`config.mk`:
```
export PLATFORM = sky130hd
export DESIGN_NAME = sdram_rom_arbiter_flat
export DESIGN_NICKNAME = d
export VERILOG_FILES = /design/src/rtl/sdram_rom_arbiter_pkg.sv /design/src/rtl/sdram_rom_arbiter_if.sv /design/src/rtl/sdram_rom_arbiter_rr_pick3.sv /design/src/rtl/sdram_rom_arbiter.sv /design/src/flat_wrapper.sv
export SDC_FILE = /design/constraint.sdc
export NUM_CORES = 1
export LEC_CHECK = 0
export ABC_AREA = 1
export ABC_CLOCK_PERIOD_IN_PS = 2200
export BUFFER_PORTS_ARGS = -buffer_cell sky130_fd_sc_hd__buf_2
export CAP_MARGIN = 10
export CORE_ASPECT_RATIO = 1.25
export CORE_MARGIN = 2
export CORE_UTILIZATION = 47
export CTS_CLUSTER_SIZE = 16
export DETAILED_ROUTE_END_ITERATION = 16
export PLACE_DENSITY_LB_ADDON = 0.05
export SYNTH_ARGS = -nofsm -noshare
export SYNTH_HDL_FRONTEND = slang
export SYNTH_SLANG_ARGS = --single-unit
```
`constraint.sdc`:
```
create_clock -name clk -period 2.2 [get_ports clk]
set_input_delay 0.11 -clock clk [delete_from_list [all_inputs] [get_ports clk]]
set_output_delay 0.11 -clock clk [all_outputs]
set_load 0.005 [all_outputs]
```
`src/rtl/sdram_rom_arbiter_pkg.sv`:
```
// Shared constants and types for the three-port SDRAM ROM arbiter.
// Port indices, the controller read latency default and the FSM state set.
package sdram_arb_pkg;

  localparam int NPORT              = 3;
  localparam int READ_DELAY_DEFAULT = 5;

  localparam logic [1:0] PORT_IOCTL = 2'd0;
  localparam logic [1:0] PORT_CPU   = 2'd1;
  localparam logic [1:0] PORT_CHEAT = 2'd2;

  typedef enum logic [1:0] {
    ST_ALIGN     = 2'd0,
    ST_IDLE      = 2'd1,
    ST_WAIT_ACK  = 2'd2,
    ST_WAIT_DATA = 2'd3
  } arb_state_e;

endpackage

```
`src/rtl/sdram_rom_arbiter_if.sv`:
```
// Requester-side and controller-side signals of the ROM arbiter.
// Handshake: every port uses toggle semantics; a request is pending while
// req != ack, and the responder completes it by making ack equal to req.
interface sdram_rom_arbiter_if;

  logic        p0_req,  p1_req,  p2_req;
  logic        p0_ack,  p1_ack,  p2_ack;
  logic [22:0] p0_addr, p1_addr, p2_addr;
  logic [15:0] p0_din,  p1_din,  p2_din;
  logic        p0_we,   p1_we,   p2_we;
  logic [15:0] p0_dout, p1_dout, p2_dout;

  logic        rom_req;
  logic        rom_req_ack;
  logic [22:0] rom_addr;
  logic [15:0] rom_din;
  logic        rom_we;
  logic [15:0] rom_dout;

  // Arbiter view.
  modport slave (
    input  p0_req, p1_req, p2_req,
    input  p0_addr, p1_addr, p2_addr,
    input  p0_din, p1_din, p2_din,
    input  p0_we, p1_we, p2_we,
    output p0_ack, p1_ack, p2_ack,
    output p0_dout, p1_dout, p2_dout,
    output rom_req, rom_addr, rom_din, rom_we,
    input  rom_req_ack, rom_dout
  );

  // Requesters plus controller view.
  modport master (
    output p0_req, p1_req, p2_req,
    output p0_addr, p1_addr, p2_addr,
    output p0_din, p1_din, p2_din,
    output p0_we, p1_we, p2_we,
    input  p0_ack, p1_ack, p2_ack,
    input  p0_dout, p1_dout, p2_dout,
    input  rom_req, rom_addr, rom_din, rom_we,
    output rom_req_ack, rom_dout
  );

endinterface

```
`src/rtl/sdram_rom_arbiter_rr_pick3.sv`:
```
// Combinational round-robin picker for three requesters.
// Scans from (ptr+1) mod 3 and wraps; ptr = 3 is treated like 2.
module rr_pick3 (
  input  logic [2:0] pending,
  input  logic [1:0] ptr,
  output logic       found,
  output logic [1:0] idx
);

  logic [1:0] c0, c1, c2;

  always_comb begin
    c0 = 2'd0;
    c1 = 2'd1;
    c2 = 2'd2;
    case (ptr)
      2'd0: begin c0 = 2'd1; c1 = 2'd2; c2 = 2'd0; end
      2'd1: begin c0 = 2'd2; c1 = 2'd0; c2 = 2'd1; end
      default: begin c0 = 2'd0; c1 = 2'd1; c2 = 2'd2; end
    endcase

    found = |pending;
    idx   = c2;
    if (pending[c0])      idx = c0;
    else if (pending[c1]) idx = c1;
  end

endmodule

```
`src/rtl/sdram_rom_arbiter.sv`:
```
// Shares the SDRAM controller's toggle-handshake ROM port between three
// requesters, one transaction in flight, round-robin between pending ports.
module sdram_rom_arbiter
  import sdram_arb_pkg::*;
#(
  parameter int READ_DELAY = READ_DELAY_DEFAULT
) (
  input  logic                clk,
  input  logic                init_n,
  sdram_rom_arbiter_if.slave  bus,
  output logic                busy,
  output logic [1:0]          grant,
  output logic [1:0]          state_dbg
);

  localparam logic [1:0] S_ALIGN     = ST_ALIGN;
  localparam logic [1:0] S_IDLE      = ST_IDLE;
  localparam logic [1:0] S_WAIT_ACK  = ST_WAIT_ACK;
  localparam logic [1:0] S_WAIT_DATA = ST_WAIT_DATA;

  localparam logic [2:0] CNT_LOAD = 3'(READ_DELAY - 1);

  logic [1:0]       state;
  logic [1:0]       ptr;
  logic [2:0]       cnt;
  logic [NPORT-1:0] req;
  logic [NPORT-1:0] ack_q;
  logic [NPORT-1:0] pending;
  logic [15:0]      dout_q [NPORT];
  logic             rom_req_q;
  logic [22:0]      rom_addr_q;
  logic [15:0]      rom_din_q;
  logic             rom_we_q;
  logic             found;
  logic [1:0]       pick;
  logic [22:0]      sel_addr;
  logic [15:0]      sel_din;
  logic             sel_we;

  assign req     = {bus.p2_req, bus.p1_req, bus.p0_req};
  assign pending = req ^ ack_q;

  rr_pick3 u_pick (
    .pending (pending),
    .ptr     (ptr),
    .found   (found),
    .idx     (pick)
  );

  always_comb begin
    sel_addr = bus.p2_addr;
    sel_din  = bus.p2_din;
    sel_we   = bus.p2_we;
    case (pick)
      PORT_IOCTL: begin sel_addr = bus.p0_addr; sel_din = bus.p0_din; sel_we = bus.p0_we; end
      PORT_CPU:   begin sel_addr = bus.p1_addr; sel_din = bus.p1_din; sel_we = bus.p1_we; end
      default:    begin sel_addr = bus.p2_addr; sel_din = bus.p2_din; sel_we = bus.p2_we; end
    endcase
  end

  always_ff @(posedge clk or negedge init_n) begin
    if (!init_n) begin
      state      <= S_ALIGN;
      ptr        <= PORT_CHEAT;
      grant      <= PORT_CHEAT;
      cnt        <= 3'd0;
      ack_q      <= '0;
      dout_q[0]  <= 16'd0;
      dout_q[1]  <= 16'd0;
      dout_q[2]  <= 16'd0;
      rom_req_q  <= 1'b0;
      rom_addr_q <= 23'd0;
      rom_din_q  <= 16'd0;
      rom_we_q   <= 1'b0;
    end else begin
      case (state)
        // Adopt the controller's ack level so no request is implied at start.
        S_ALIGN: begin
          rom_req_q <= bus.rom_req_ack;
          state     <= S_IDLE;
        end
        S_IDLE: begin
          if (found) begin
            rom_addr_q <= sel_addr;
            rom_din_q  <= sel_din;
            rom_we_q   <= sel_we;
            rom_req_q  <= ~rom_req_q;
            grant      <= pick;
            ptr        <= pick;
            state      <= S_WAIT_ACK;
          end
        end
        S_WAIT_ACK: begin
          if (bus.rom_req_ack == rom_req_q) begin
            if (rom_we_q) begin
              ack_q[grant] <= req[grant];
              state        <= S_IDLE;
            end else begin
              cnt   <= CNT_LOAD;
              state <= S_WAIT_DATA;
            end
          end
        end
        S_WAIT_DATA: begin
          // Controller data is valid READ_DELAY cycles after the ack match.
          if (cnt == 3'd0) begin
            dout_q[grant] <= bus.rom_dout;
            ack_q[grant]  <= req[grant];
            state         <= S_IDLE;
          end else begin
            cnt <= cnt - 3'd1;
          end
        end
        default: state <= S_IDLE;
      endcase
    end
  end

  assign bus.p0_ack   = ack_q[0];
  assign bus.p1_ack   = ack_q[1];
  assign bus.p2_ack   = ack_q[2];
  assign bus.p0_dout  = dout_q[0];
  assign bus.p1_dout  = dout_q[1];
  assign bus.p2_dout  = dout_q[2];
  assign bus.rom_req  = rom_req_q;
  assign bus.rom_addr = rom_addr_q;
  assign bus.rom_din  = rom_din_q;
  assign bus.rom_we   = rom_we_q;
  assign busy         = (state != S_IDLE);
  assign state_dbg    = state;

endmodule

```
`src/flat_wrapper.sv`:
```
// flat-port wrapper written by rule: the top's interface ports become plain ports
module sdram_rom_arbiter_flat import sdram_arb_pkg::*;
#(
  parameter int READ_DELAY = READ_DELAY_DEFAULT
)
  (clk, init_n, busy, grant, state_dbg, bus_p0_req, bus_p1_req, bus_p2_req, bus_p0_addr, bus_p1_addr, bus_p2_addr, bus_p0_din, bus_p1_din, bus_p2_din, bus_p0_we, bus_p1_we, bus_p2_we, bus_p0_ack, bus_p1_ack, bus_p2_ack, bus_p0_dout, bus_p1_dout, bus_p2_dout, bus_rom_req, bus_rom_addr, bus_rom_din, bus_rom_we, bus_rom_req_ack, bus_rom_dout);
  sdram_rom_arbiter_if bus_i ();
  input  logic clk;
  input  logic init_n;
  output logic busy;
  output logic [1:0] grant;
  output logic [1:0] state_dbg;
  input wire logic [$bits(bus_i.p0_req)-1:0] bus_p0_req;
  input wire logic [$bits(bus_i.p1_req)-1:0] bus_p1_req;
  input wire logic [$bits(bus_i.p2_req)-1:0] bus_p2_req;
  input wire logic [$bits(bus_i.p0_addr)-1:0] bus_p0_addr;
  input wire logic [$bits(bus_i.p1_addr)-1:0] bus_p1_addr;
  input wire logic [$bits(bus_i.p2_addr)-1:0] bus_p2_addr;
  input wire logic [$bits(bus_i.p0_din)-1:0] bus_p0_din;
  input wire logic [$bits(bus_i.p1_din)-1:0] bus_p1_din;
  input wire logic [$bits(bus_i.p2_din)-1:0] bus_p2_din;
  input wire logic [$bits(bus_i.p0_we)-1:0] bus_p0_we;
  input wire logic [$bits(bus_i.p1_we)-1:0] bus_p1_we;
  input wire logic [$bits(bus_i.p2_we)-1:0] bus_p2_we;
  output wire logic [$bits(bus_i.p0_ack)-1:0] bus_p0_ack;
  output wire logic [$bits(bus_i.p1_ack)-1:0] bus_p1_ack;
  output wire logic [$bits(bus_i.p2_ack)-1:0] bus_p2_ack;
  output wire logic [$bits(bus_i.p0_dout)-1:0] bus_p0_dout;
  output wire logic [$bits(bus_i.p1_dout)-1:0] bus_p1_dout;
  output wire logic [$bits(bus_i.p2_dout)-1:0] bus_p2_dout;
  output wire logic [$bits(bus_i.rom_req)-1:0] bus_rom_req;
  output wire logic [$bits(bus_i.rom_addr)-1:0] bus_rom_addr;
  output wire logic [$bits(bus_i.rom_din)-1:0] bus_rom_din;
  output wire logic [$bits(bus_i.rom_we)-1:0] bus_rom_we;
  input wire logic [$bits(bus_i.rom_req_ack)-1:0] bus_rom_req_ack;
  input wire logic [$bits(bus_i.rom_dout)-1:0] bus_rom_dout;
  assign bus_i.p0_req = bus_p0_req;
  assign bus_i.p1_req = bus_p1_req;
  assign bus_i.p2_req = bus_p2_req;
  assign bus_i.p0_addr = bus_p0_addr;
  assign bus_i.p1_addr = bus_p1_addr;
  assign bus_i.p2_addr = bus_p2_addr;
  assign bus_i.p0_din = bus_p0_din;
  assign bus_i.p1_din = bus_p1_din;
  assign bus_i.p2_din = bus_p2_din;
  assign bus_i.p0_we = bus_p0_we;
  assign bus_i.p1_we = bus_p1_we;
  assign bus_i.p2_we = bus_p2_we;
  assign bus_p0_ack = bus_i.p0_ack;
  assign bus_p1_ack = bus_i.p1_ack;
  assign bus_p2_ack = bus_i.p2_ack;
  assign bus_p0_dout = bus_i.p0_dout;
  assign bus_p1_dout = bus_i.p1_dout;
  assign bus_p2_dout = bus_i.p2_dout;
  assign bus_rom_req = bus_i.rom_req;
  assign bus_rom_addr = bus_i.rom_addr;
  assign bus_rom_din = bus_i.rom_din;
  assign bus_rom_we = bus_i.rom_we;
  assign bus_i.rom_req_ack = bus_rom_req_ack;
  assign bus_i.rom_dout = bus_rom_dout;
  sdram_rom_arbiter #(.READ_DELAY(READ_DELAY)) u_core (.clk(clk), .init_n(init_n), .bus(bus_i), .busy(busy), .grant(grant), .state_dbg(state_dbg));
endmodule
```
---- After elaboration in Yosys (flattened, before gate mapping) ----
Index checks and enable logic that the tools add are counted.
storage, ports and cells
  bits in registers ....................... 99
  latch bits .............................. 0
  RAM bits ................................ 0
  bits in read-only memories .............. 0
  output and inout port bits .............. 97
  memories kept ........................... 0
cells by class
  add/subtract/negate cells ............... 1
  $mul .................................... 0
  div/mod/pow operators ................... 0
  magnitude comparators ................... 6
  equality and inequality tests ........... 13
  shifts and indexed selects .............. 0
  mux-type cells .......................... 35
  bitwise operators ....................... 3
  reductions and logical operators ........ 15
operators with widths
  operator              number
  $bwmux W48            1
  $pmux W23 S2          1
  $demux W16 S2         1
  $pmux W16 S2          1
  $mux W3               6
  $mux W16              1
  $mux W2               6
  $pmux W2 S2           3
  $pmux W3 S2           2
  $ne A2 B1 Y1 const B  5
  $lt A2 B3 Y1 const B  3
  $pmux W2 S4           1
  $reduce_and A4 Y1     2
  $bmux W1 S2           3
  $eq A2 B1 Y1 const B  3
  $logic_not A2 Y1      3
  $reduce_and A2 Y1     3
  $mux W1               5
  $eq A2 B2 Y1 const B  2
  $ne A2 B2 Y1 const B  2
  $pmux W1 S2           2
  $reduce_bool A2 Y1    2
  $bwmux W3             1
  $ge A3 B3 Y1 const B  1
  12 further kinds      13

---- Depth between registers and ports, before layout ----
Gate-level depths: netlist of the first run.
  depth after elaboration ................. 8
  gate-level depth with buffers ........... 12
  mapped depth without buffers ............ 11

---- Modules after synthesis ----
Synthesis of the first run repeated with hierarchy kept, for this count alone.
unflattened totals
  cells, all modules ...................... 587
  area, all modules ....................... 4,814.6 um^2
modules (own cells, without submodules)
  module             times used  cells each  area an instance (um^2)  sequential area each (um^2)
  sdram_rom_arbiter  1           569         4,735.8                  2,478.6
  rr_pick3           1           18          78.8                     0.0

---- Worst setup path after synthesis of the first run ----
Ideal clock, no wire load.
  path kind ............................... register to register
  start point ............................. register u_core.cnt[0]
  end point ............................... register u_core.dout_q, in the netlist u_core.bus.p1_dout[10]
  library setup time ...................... 0.125 ns
  arrival ................................. 1.777 ns
  slack ................................... 0.298 ns
  stages on the path, launching flop included .. 9
  buffers on the path ..................... 1
  cells stage by stage .................... dfrtp_1 > inv_1 > ha_1 > inv_1 > nor2_1 > nand2_1 > nor2_1 > buf_2 > mux2_2
on the way
  word-level cells in the longest chain between the ends .. 2
RTL lines
  item                            line                      text
  start: declaration              sdram_rom_arbiter.sv:25   logic [2:0] cnt;
  start signal: assignment        sdram_rom_arbiter.sv:111  cnt <= cnt - 3'd1;
  $logic_not A3 Y1                sdram_rom_arbiter.sv:106  if (cnt == 3'd0) begin
  $reduce_and A2 Y1 (no line)     -
  end signal: indexed assignment  sdram_rom_arbiter.sv:107  dout_q[grant] <= bus.rom_dout;
  end: declaration                sdram_rom_arbiter.sv:29   logic [15:0] dout_q [NPORT];
No other way between the ends.
A chain may end at the register's enable or synchronous reset.

==> results of run 1 <==
## synthesized netlist by cell type (all sizes together)
library cell	count
inv	48
nor2	138
dfstp	1
a2bb2oi	1
buf	20
nand3	71
o31ai	1
ha	7
o21ai	8
o21a	1
mux2	48
o211ai	1
a21oi	9
clkbuf	5
a31oi	1
dfrtp	98
nand2	148
o22ai	1
xnor2	1
## worst max path at each step
stage | startpoint | endpoint | slack [ns] | cells after the start
finish | u_core.grant[1]$_DFFE_PN1P_ | u_core.bus.rom_din[4]$_DFFE_PN0P_ | 0.23 | 10
global route | u_core.grant[1]$_DFFE_PN1P_ | u_core.bus.rom_addr[2]$_DFFE_PN0P_ | 0.08 | 10
detailed placement | u_core.grant[1]$_DFFE_PN1P_ | u_core.bus.rom_addr[21]$_DFFE_PN0P_ | 0.06 | 8
floorplan | u_core.cnt[0]$_DFFE_PN0P_ | u_core.bus.p1_dout[10]$_DFFE_PN0P_ | 0.30 | 8
global placement | u_core.grant[1]$_DFFE_PN1P_ | u_core.bus.rom_addr[19]$_DFFE_PN0P_ | 0.11 | 8
CTS | u_core.grant[1]$_DFFE_PN1P_ | u_core.bus.rom_addr[12]$_DFFE_PN0P_ | 0.05 | 8
## power groups by stage
stage / logic [mW] / registers [mW] / clock network [mW]
after floorplan: 3.54 / 3.30 / 0
after global placement: 5.51 / 3.21 / 0
after detailed placement: 5.65 / 3.25 / 0
after CTS: 5.65 / 3.23 / 1.53
after global routing: 6.44 / 3.34 / 1.63
final: 5.66 / 3.22 / 1.52
## stage by stage
| step | power [mW] | std cells |
|---|---|---|
| floorplan | 6.84 | 608 |
| finish | 10.4 | 984 |
| global placement | 8.71 | 966 |
| global route | 11.4 | 984 |
| CTS | 10.4 | 983 |
| detailed placement | 8.90 | 966 |
## registers in the layout (all words and copies together), names as in the netlist
signal               count
u_core.bus.rom_addr     23
u_core.bus.rom_we        1
u_core.bus.p2_dout      16
u_core.state_dbg         2
u_core.bus.rom_req       1
u_core.grant             2
u_core.ack_q             3
u_core.bus.p1_dout      16
u_core.cnt               3
u_core.bus.rom_din      16
u_core.bus.p0_dout      16
## repair_timing
action / 4_1_cts / 5_1_grt
resized for setup: 0 / 2
endpoints found under the setup margin: 0 / 17
hold buffers: 1 / 0
endpoints found under the hold margin: 22 / 0
## per-layer routing
| metal | wire, um | GRT usage |
|---|---|---|
| met5 | 0 | 0 |
| met4 | 299 | 0.0813 |
| met3 | 1040 | 0.0588 |
| met2 | 7010 | 0.423 |
| met1 | 5760 | 0.301 |
## placed cells by master, fill, tap and decap left out, types with 2 or more instances in the layout
master,count
nand3_1,70
nor2_1,136
inv_1,45
nor2_2,2
o21ai_0,6
buf_12,3
clkbuf_16,9
buf_4,11
clkinv_4,2
inv_2,3
buf_2,237
dfrtp_1,98
ha_1,7
nand2_1,146
inv_6,2
a21oi_1,9
mux2_2,48
## critical path, delay by kind of cell (launching register included)
| family | cells | cell delay (ns) |
|---|---|---|
| AO/OA/AOI/OAI | 1 | 0.20 |
| AND/OR/NAND/NOR | 7 | 0.67 |
| flip-flops | 1 | 0.60 |
| buffers and inverters | 2 | 0.38 |
## final cells by class
| type | instances | area share |
|---|---|---|
| repair buffers | 252 | 0.200 |
| flip-flops and latches | 99 | 0.371 |
| well taps | 132 | 0.0247 |
| inverters | 48 | 0.0269 |
| multi-input cells | 437 | 0.335 |
| clock buffers | 9 | 0.0337 |
| clock inverters | 7 | 0.00879 |
## cells by family after synthesis
kind of cell | Yosys count | synth area share
buffers and inverters | 73 | 0.0591
DFF | 99 | 0.496
xor gates and xnor gates | 1 | 0.00175
and+or+nand+nor | 357 | 0.289
adders and majority gates | 7 | 0.0175
muxes | 48 | 0.108
AOI/OAI and AO/OA | 23 | 0.0280
==> impl_metrics.yaml, run 1 <==
status:
  outcome: "finished clean"
place:
  post-dp-hpwl_um: 10700
  gp_congestion: 0.911
  pre_cts_ws_ns: 0.0567
  port_buffers: 238
  place_area_sq_mm: 0.00638
worst_setup_path:
  ff2ff_setup_slack_ns: 0.23
  rr_worst_depth: 10
  cp_slowest_cell: "dfstp_2"
  cpPeakStageDelay_ns: 0.60
  worstPathRequired_ns: 2.43
  critPathLaunchType: "flop"
  crit_arrival_ns: 2.20
  reg2reg_to: "u_core.bus.rom_din[4]$_DFFE_PN0P_"
  reg2reg_from: "u_core.grant[1]$_DFFE_PN1P_"
  critical_path.max_fanout: 23
  criticalPathCategory: "reg -> reg"
  cp-end-kind: "flop"
  critical_path.cell_chain: "nor2_2 -> nand3_1 -> nand3_2 -> buf_4 -> o21ai_4 -> inv_2 -> nand2_1 -> nand2_1 -> nor2_1 -> nor2_1"
timing:
  tns_ns: 0
  final_max_slew_viol_count: 0
  skew_ns: 0.0135
  rsz0062_at_grt: "false"
  max_freq_mhz: 508
  finalWorstSetupSlack_ns: 0.231
  finalCritPeriodShare: 0.895
  setup_viol: 0
  finalHoldViolCount: 0
  hold_ws_ns: 0.0255
  maxSlewHeadroom: 0.631
  worstMarginPinSlew_ns: 0.553
  fin_crit_ns: 1.97
clock_tree:
  clkLatencyLatePin_ns: 0.35
  cts_tree: "yes"
  cts_made_buffers: 9
  post-cts-setup-buffers: 0
  path_clk_slew_ns: 0.07
  cts-root-buf: "clkbuf_16"
  clkSinkCount: 99
  htree_levels: 3
  cts_buffer_depth: 2
power_and_ir_drop:
  p_sw_frac: 0.440
  p_clk_frac: 0.147
  peakVddDrop_mv: 0.683
  p_comb_frac: 0.544
  power_switching_mw: 4.58
  internal_power_mw: 5.83
  power_frac_seq: 0.309
  powerDensity_mw_per_mm2: 1560
  leakagePower_nw: 3.75
synthesis:
  syn-instance-count: 608
  synthTopCellsByArea: "dfrtp_1, nand2_1, mux2_2, nor2_1, nand3_1"
  synth_top_area_share: 0.491
  synth.avg_cell_area_sq_um: 8.22
  syn-num-nets: 757
  ys_types: 28
  synth_area_sq_mm: 0.00500
  yosysSeqAreaShare: 0.496
  synth_area_leader_cell: "dfrtp_1"
  synth-seq-cells: 99
  ys_warn_count: 0
cells_and_area:
  layout-drive-gt1-share: 0.384
  seq_area_sq_mm: 0.00248
  area_delta_synth_final_pct: 33.8
  utilization: 0.640
  n_fill_cell: 963
  antenna-diode-count: 0
  fin_nets: 996
  multi_input_area_sq_mm: 0.00224
  fin_area_sq_mm: 0.00669
floorplan:
  design.core.area_sq_mm: 0.0105
  initial_utilization: 0.478
  die_x_um: 96.2
  pin_count: 239
  die_area_sq_mm: 0.0115
  die_y_um: 119
  rows: 42
detailed_routing:
  vias: 4818
  drtIter0Drc: 197
  drt-total-wl_um: 14100
  wl_per_cell_um: 14.3
  dr.pass1.iters: 4
  drc: 0
  drtAntennaViolNets: 0
  vias_per_cell: 4.90
global_route:
  grt_pass1_vias: 4716
  grt_overflow: 0
  grt_antenna_before_repair: 0
  grt_max_degree: 61
  grt_pass1_wl_um: 22200
  grt_usage: 0.247
hold_path:
  min_path_cells: 2
  hold_start: "bus_rom_dout[11]"
  min_path_type: "in -> reg"
  min_to: "u_core.bus.p2_dout[11]$_DFFE_PN0P_"
run:
  drv_cap: 0
Note: power is estimated with default switching activity, not from simulation.
==> run 2: changes to the inputs <==
Settings changed: CORE_UTILIZATION 47 to 40.
==> run 2 against run 1 <==
Combinational power is 0.7% higher; cell area is 0.75% higher; worst hold slack lost 0.0078 ns; fmax is 1.6% higher; first-iteration DRC count decreased by 12%; sequential power hardly changed; critical path depth shrank 1; global-route usage fell by 3.3 points; register-to-register slack gained 0.03 ns; non-clock buffer count is 2 higher; highest routed layer unchanged.
==> impl_metrics.yaml, run 2 (synthesis results as in run 1) <==
worst_setup_path:
  ff2ff_setup_slack_ns: 0.26
  rr_worst_depth: 9
  critical_path.max_fanout: 17
  reg2reg_from: "u_core.grant[1]$_DFFE_PN1P_"
  cp-end-kind: "flop"
  cpPeakStageDelay_ns: 0.60
  critPathBufInv: 1
  criticalPathCategory: "reg -> reg"
  critical_path.cell_chain: "nor2_2 -> nand3_1 -> nand3_2 -> inv_1 -> nand2_1 -> nand3_1 -> nand3_1 -> nor2_1 -> nor2_1"
  crit_arrival_ns: 2.17
  reg2reg_to: "u_core.bus.rom_addr[13]$_DFFE_PN0P_"
  cp_slowest_cell: "dfstp_2"
  cpLargestDelayFamily: "simple AND/OR/NAND/NOR gates"
  crit_top_cell: "nand3_1"
  critPathLaunchType: "flop"
  worstPathRequired_ns: 2.44
timing:
  final_max_slew_viol_count: 0
  setup_viol: 0
  maxSlewHeadroom: 0.622
  fin_crit_ns: 1.94
  finalCritPeriodShare: 0.880
  hold_ws_ns: 0.0176
  skew_ns: 0.0127
  finalHoldViolCount: 0
  tns_ns: 0
  rsz0062_at_grt: "false"
  max_freq_mhz: 516
  worstMarginPinSlew_ns: 0.567
clock_tree:
  htree_levels: 3
  cts-root-buf: "clkbuf_16"
  post-cts-setup-buffers: 0
  clkLatencyLatePin_ns: 0.35
  cts_resized: 0
  cts_made_buffers: 9
  path_clk_slew_ns: 0.07
  cts_tree: "yes"
  holdBufCountCts: 1
  cts_buffer_depth: 2
  clkSinkCount: 99
detailed_routing:
  drtAntennaViolNets: 0
  wl_per_cell_um: 13.8
  drt-total-wl_um: 14100
  vias: 4771
  drc: 0
  drtIter0Drc: 173
  vias_per_cell: 4.69
  dr.pass1.iters: 4
power_and_ir_drop:
  powerDensity_mw_per_mm2: 1550
  peakVddDrop_mv: 0.889
  leakagePower_nw: 3.76
hold_path:
  min_path_type: "in -> reg"
  hold_start: "bus_rom_dout[12]"
  min_to: "u_core.bus.p1_dout[12]$_DFFE_PN0P_"
  min_path_cells: 2
floorplan:
  rows: 45
  die_area_sq_mm: 0.0134
  pin_count: 239
  die_y_um: 129
  initial_utilization: 0.411
  design.core.area_sq_mm: 0.0122
  die_x_um: 104
cells_and_area:
  final_common_cell: "buf_2"
  final_cell_mix: "buf_2, nand2_1, nor2_1"
  antenna-diode-count: 0
  layout-drive-gt1-share: 0.383
  utilization: 0.554
  largest_reg_flops: 23
  fin_nets: 997
  area_delta_synth_final_pct: 34.8
global_route:
  grt_pass1_wl_um: 22900
  grt_pass1_vias: 4733
  grt_antenna_before_repair: 0
  grt_usage: 0.214
  grt_max_degree: 59
  grt_overflow: 0
status:
  outcome: "finished clean"
run:
  drv_cap: 0
place:
  gp_congestion: 0.834
  port_buffers: 238
  post-dp-hpwl_um: 10900
run 2: metrics by stage:
| step | power, mW | area [sq um] | setup slack (ns) | std cells |
|---|---|---|---|---|
| global route | 11.5 | 6740 | 0.0289 | 1017 |
| CTS | 10.6 | 6740 | 0.236 | 1017 |
| floorplan | 6.84 | 5000 | 0.298 | 608 |
| global placement | 8.91 | 6430 | 0.294 | 1000 |
| detailed placement | 9.03 | 6430 | 0.237 | 1000 |
| finish | 10.4 | 6740 | 0.263 | 1017 |
run 2: per-layer routing:
layer,up-vias,share of wire,global-route usage
met2,188,0.49,0.373
li1,2402,-,-
met4,0,0.022,0.0882
met1,2160,0.42,0.259
met5,-,0,0
met3,21,0.073,0.0476
run 2: area by class of cell:
class	count	area [sq um]
Fill cell	1199	5420
Sequential cell	99	2480
Multi-Input combinational cell	436	2230
Timing Repair Buffer	254	1350
Clock buffer	9	225
Tap cell	164	205
Inverter	48	180
Clock inverter	7	67.6
run 2: how the worst max path moves through the flow:
stage          slack [ns]  cells after the start                        start                                   to
6_report             0.26                      9  u_core.grant[1]$_DFFE_PN1P_  u_core.bus.rom_addr[13]$_DFFE_PN0P_
5_1_grt              0.03                      9  u_core.grant[1]$_DFFE_PN1P_  u_core.bus.rom_addr[13]$_DFFE_PN0P_
4_1_cts              0.24                      9  u_core.grant[1]$_DFFE_PN1P_  u_core.bus.rom_addr[22]$_DFFE_PN0P_
3_5_place_dp         0.24                      9  u_core.grant[1]$_DFFE_PN1P_  u_core.bus.rom_addr[22]$_DFFE_PN0P_
3_3_place_gp         0.29                      9  u_core.grant[1]$_DFFE_PN1P_   u_core.bus.rom_addr[3]$_DFFE_PN0P_
2_1_floorplan        0.30                      8    u_core.cnt[0]$_DFFE_PN0P_   u_core.bus.p1_dout[10]$_DFFE_PN0P_
run 2: worst register-to-register path: stages, from the launching register on:
cell     delay [ns]
dfstp_2        0.60
nor2_2         0.07
nand3_1        0.15
nand3_2        0.17
inv_1          0.08
nand2_1        0.32
nand3_1        0.19
nand3_1        0.10
nor2_1         0.11
nor2_1         0.05
run 2: power by group:
group / internal, mW / switching [mW] / total (mW)
Combinational: 2.36 / 3.33 / 5.70
Clock: 0.795 / 0.735 / 1.53
Sequential: 2.73 / 0.489 / 3.22
==> run 3: changes to the inputs <==
Settings changed: CTS_BUF_LIST from default to sky130_fd_sc_hd__clkbuf_8.
==> run 3 against run 2 <==
Via count grew 1.4%; worst hold slack better by 0.011 ns; flip-flop and latch count stayed put; largest power group unchanged; total power decreased by 3.7%; final cell count up 1.6%; non-clock buffer count rose by 16; routed wire length up 1.2%; critical path type unchanged; fmax barely moved; first-iteration DRC count up 8.1%; critical endpoint is now u_core.bus.rom_addr[22]$_DFFE_PN0P_.
==> impl_metrics.yaml, run 3 (synthesis results as in run 1) <==
status:
  outcome: "finished clean"
floorplan:
  die_area_sq_mm: 0.0134
  rows: 45
  pin_count: 239
  design.core.area_sq_mm: 0.0122
  die_y_um: 129
  initial_utilization: 0.411
  die_x_um: 104
worst_setup_path:
  cpLargestDelayFamily: "simple AND/OR/NAND/NOR gates"
  critPathLaunchType: "flop"
  criticalPathCategory: "reg -> reg"
  cp-end-kind: "flop"
  cpPeakStageDelay_ns: 0.61
  critical_path.cell_chain: "nor2_2 -> nand3_1 -> nand3_2 -> inv_1 -> nand2_1 -> nand3_1 -> nand3_1 -> nor2_1 -> nor2_1"
  worstPathRequired_ns: 2.46
  ff2ff_setup_slack_ns: 0.26
  crit_arrival_ns: 2.19
  reg2reg_from: "u_core.grant[1]$_DFFE_PN1P_"
  critical_path.max_fanout: 17
  cp_slowest_cell: "dfstp_2"
  crit_top_cell: "nand3_1"
  rr_worst_depth: 9
  critPathBufInv: 1
  reg2reg_to: "u_core.bus.rom_addr[22]$_DFFE_PN0P_"
cells_and_area:
  final_common_cell: "buf_2"
  seq_area_sq_mm: 0.00248
  multi_input_area_sq_mm: 0.00223
  fin_area_sq_mm: 0.00680
  utilization: 0.559
  area_delta_synth_final_pct: 36.0
  final_cell_mix: "buf_2, nand2_1, nor2_1"
  fin_nets: 1013
  n_fill_cell: 1195
  largest_reg_flops: 23
  antenna-diode-count: 0
  final_cell_count_no_fill: 1033
  layout-drive-gt1-share: 0.376
power_and_ir_drop:
  leakagePower_nw: 3.78
  power_mw: 10.1
  powerDensity_mw_per_mm2: 1480
  peakVddDrop_mv: 0.763
place:
  port_buffers: 238
  gp_congestion: 0.834
  placedCellCount: 1000
  place_area_sq_mm: 0.00643
  post-dp-hpwl_um: 10900
  pre_cts_ws_ns: 0.237
global_route:
  grt_overflow: 0
  grt_pass1_vias: 4822
  grt_usage: 0.217
  grt_pass1_wl_um: 23300
  grt_max_degree: 59
  grt_antenna_before_repair: 0
detailed_routing:
  vias: 4836
  drtIter0Drc: 187
  dr.pass1.iters: 6
  drc: 0
  wl_per_cell_um: 13.8
  vias_per_cell: 4.68
  drtAntennaViolNets: 0
  drt-total-wl_um: 14200
timing:
  finalHoldViolCount: 0
  hold_ws_ns: 0.0285
  skew_ns: 0.0143
  max_freq_mhz: 516
  finalCritPeriodShare: 0.880
  tns_ns: 0
  finalWorstSetupSlack_ns: 0.263
  maxSlewHeadroom: 0.619
  final_max_slew_viol_count: 0
  fin_crit_ns: 1.94
  worstMarginPinSlew_ns: 0.572
  rsz0062_at_grt: "false"
  setup_viol: 0
clock_tree:
  cts_made_buffers: 9
  cts-root-buf: "clkbuf_8"
  holdBufCountCts: 17
  cts_buffer_depth: 2
  post-cts-setup-buffers: 0
  cts_resized: 0
  path_clk_slew_ns: 0.11
  clkLatencyLatePin_ns: 0.36
  cts_tree: "yes"
  clkSinkCount: 99
  htree_levels: 3
hold_path:
  min_path_type: "in -> reg"
  min_path_cells: 5
  hold_start: "bus_p1_addr[7]"
  min_to: "u_core.bus.rom_addr[7]$_DFFE_PN0P_"
run:
  drv_cap: 0
## run 3: changes by cell type in the layout (fill, tap and decap cells not counted)
cell | previous run | this run
clkbuf_8 | 0 | 9
dlygate4sd3_1 | 1 | 17
clkbuf_16 | 9 | 0
## run 3: how the worst max path moves through the flow
stage               cells after the start                                   to  slack [ns]                         from
floorplan                               8   u_core.bus.p1_dout[10]$_DFFE_PN0P_        0.30    u_core.cnt[0]$_DFFE_PN0P_
global placement                        9   u_core.bus.rom_addr[3]$_DFFE_PN0P_        0.29  u_core.grant[1]$_DFFE_PN1P_
detailed placement                      9  u_core.bus.rom_addr[22]$_DFFE_PN0P_        0.24  u_core.grant[1]$_DFFE_PN1P_
CTS                                     9  u_core.bus.rom_addr[22]$_DFFE_PN0P_        0.23  u_core.grant[1]$_DFFE_PN1P_
global route                           10  u_core.bus.rom_addr[13]$_DFFE_PN0P_        0.02  u_core.grant[0]$_DFFE_PN0P_
finish                                  9  u_core.bus.rom_addr[22]$_DFFE_PN0P_        0.26  u_core.grant[1]$_DFFE_PN1P_
## run 3: worst register-to-register path: cells and delay by family, from the launching register on
kind,cells,cell delay [ns]
and+or+nand+nor,8,1.14
DFF,1,0.61
buffers and inverters,1,0.08
## run 3: layout make-up
class | count | area share
Timing Repair Buffer | 270 | 0.223
Clock buffer | 9 | 0.0182
Tap cell | 164 | 0.0302
Sequential cell | 99 | 0.365
Inverter | 48 | 0.0265
Multi-Input combinational cell | 436 | 0.328
Clock inverter | 7 | 0.00994
## run 3: metal layers
metal	routed length, um	part of all wire	GRT usage	vias to the layer above
li1	-	-	-	2432
met3	1010	0.071	0.0491	24
met4	416	0.029	0.0930	0
met1	5960	0.42	0.264	2202
met5	0	0	0	-
met2	6840	0.48	0.373	178
## run 3: power by group
group / switching (mW) / internal (mW) / leakage, nW
clock network: 0.681 / 0.439 / 0.0940
registers: 0.490 / 2.73 / 1.21
logic: 3.35 / 2.38 / 2.48
total: 4.52 / 5.55 / 3.78
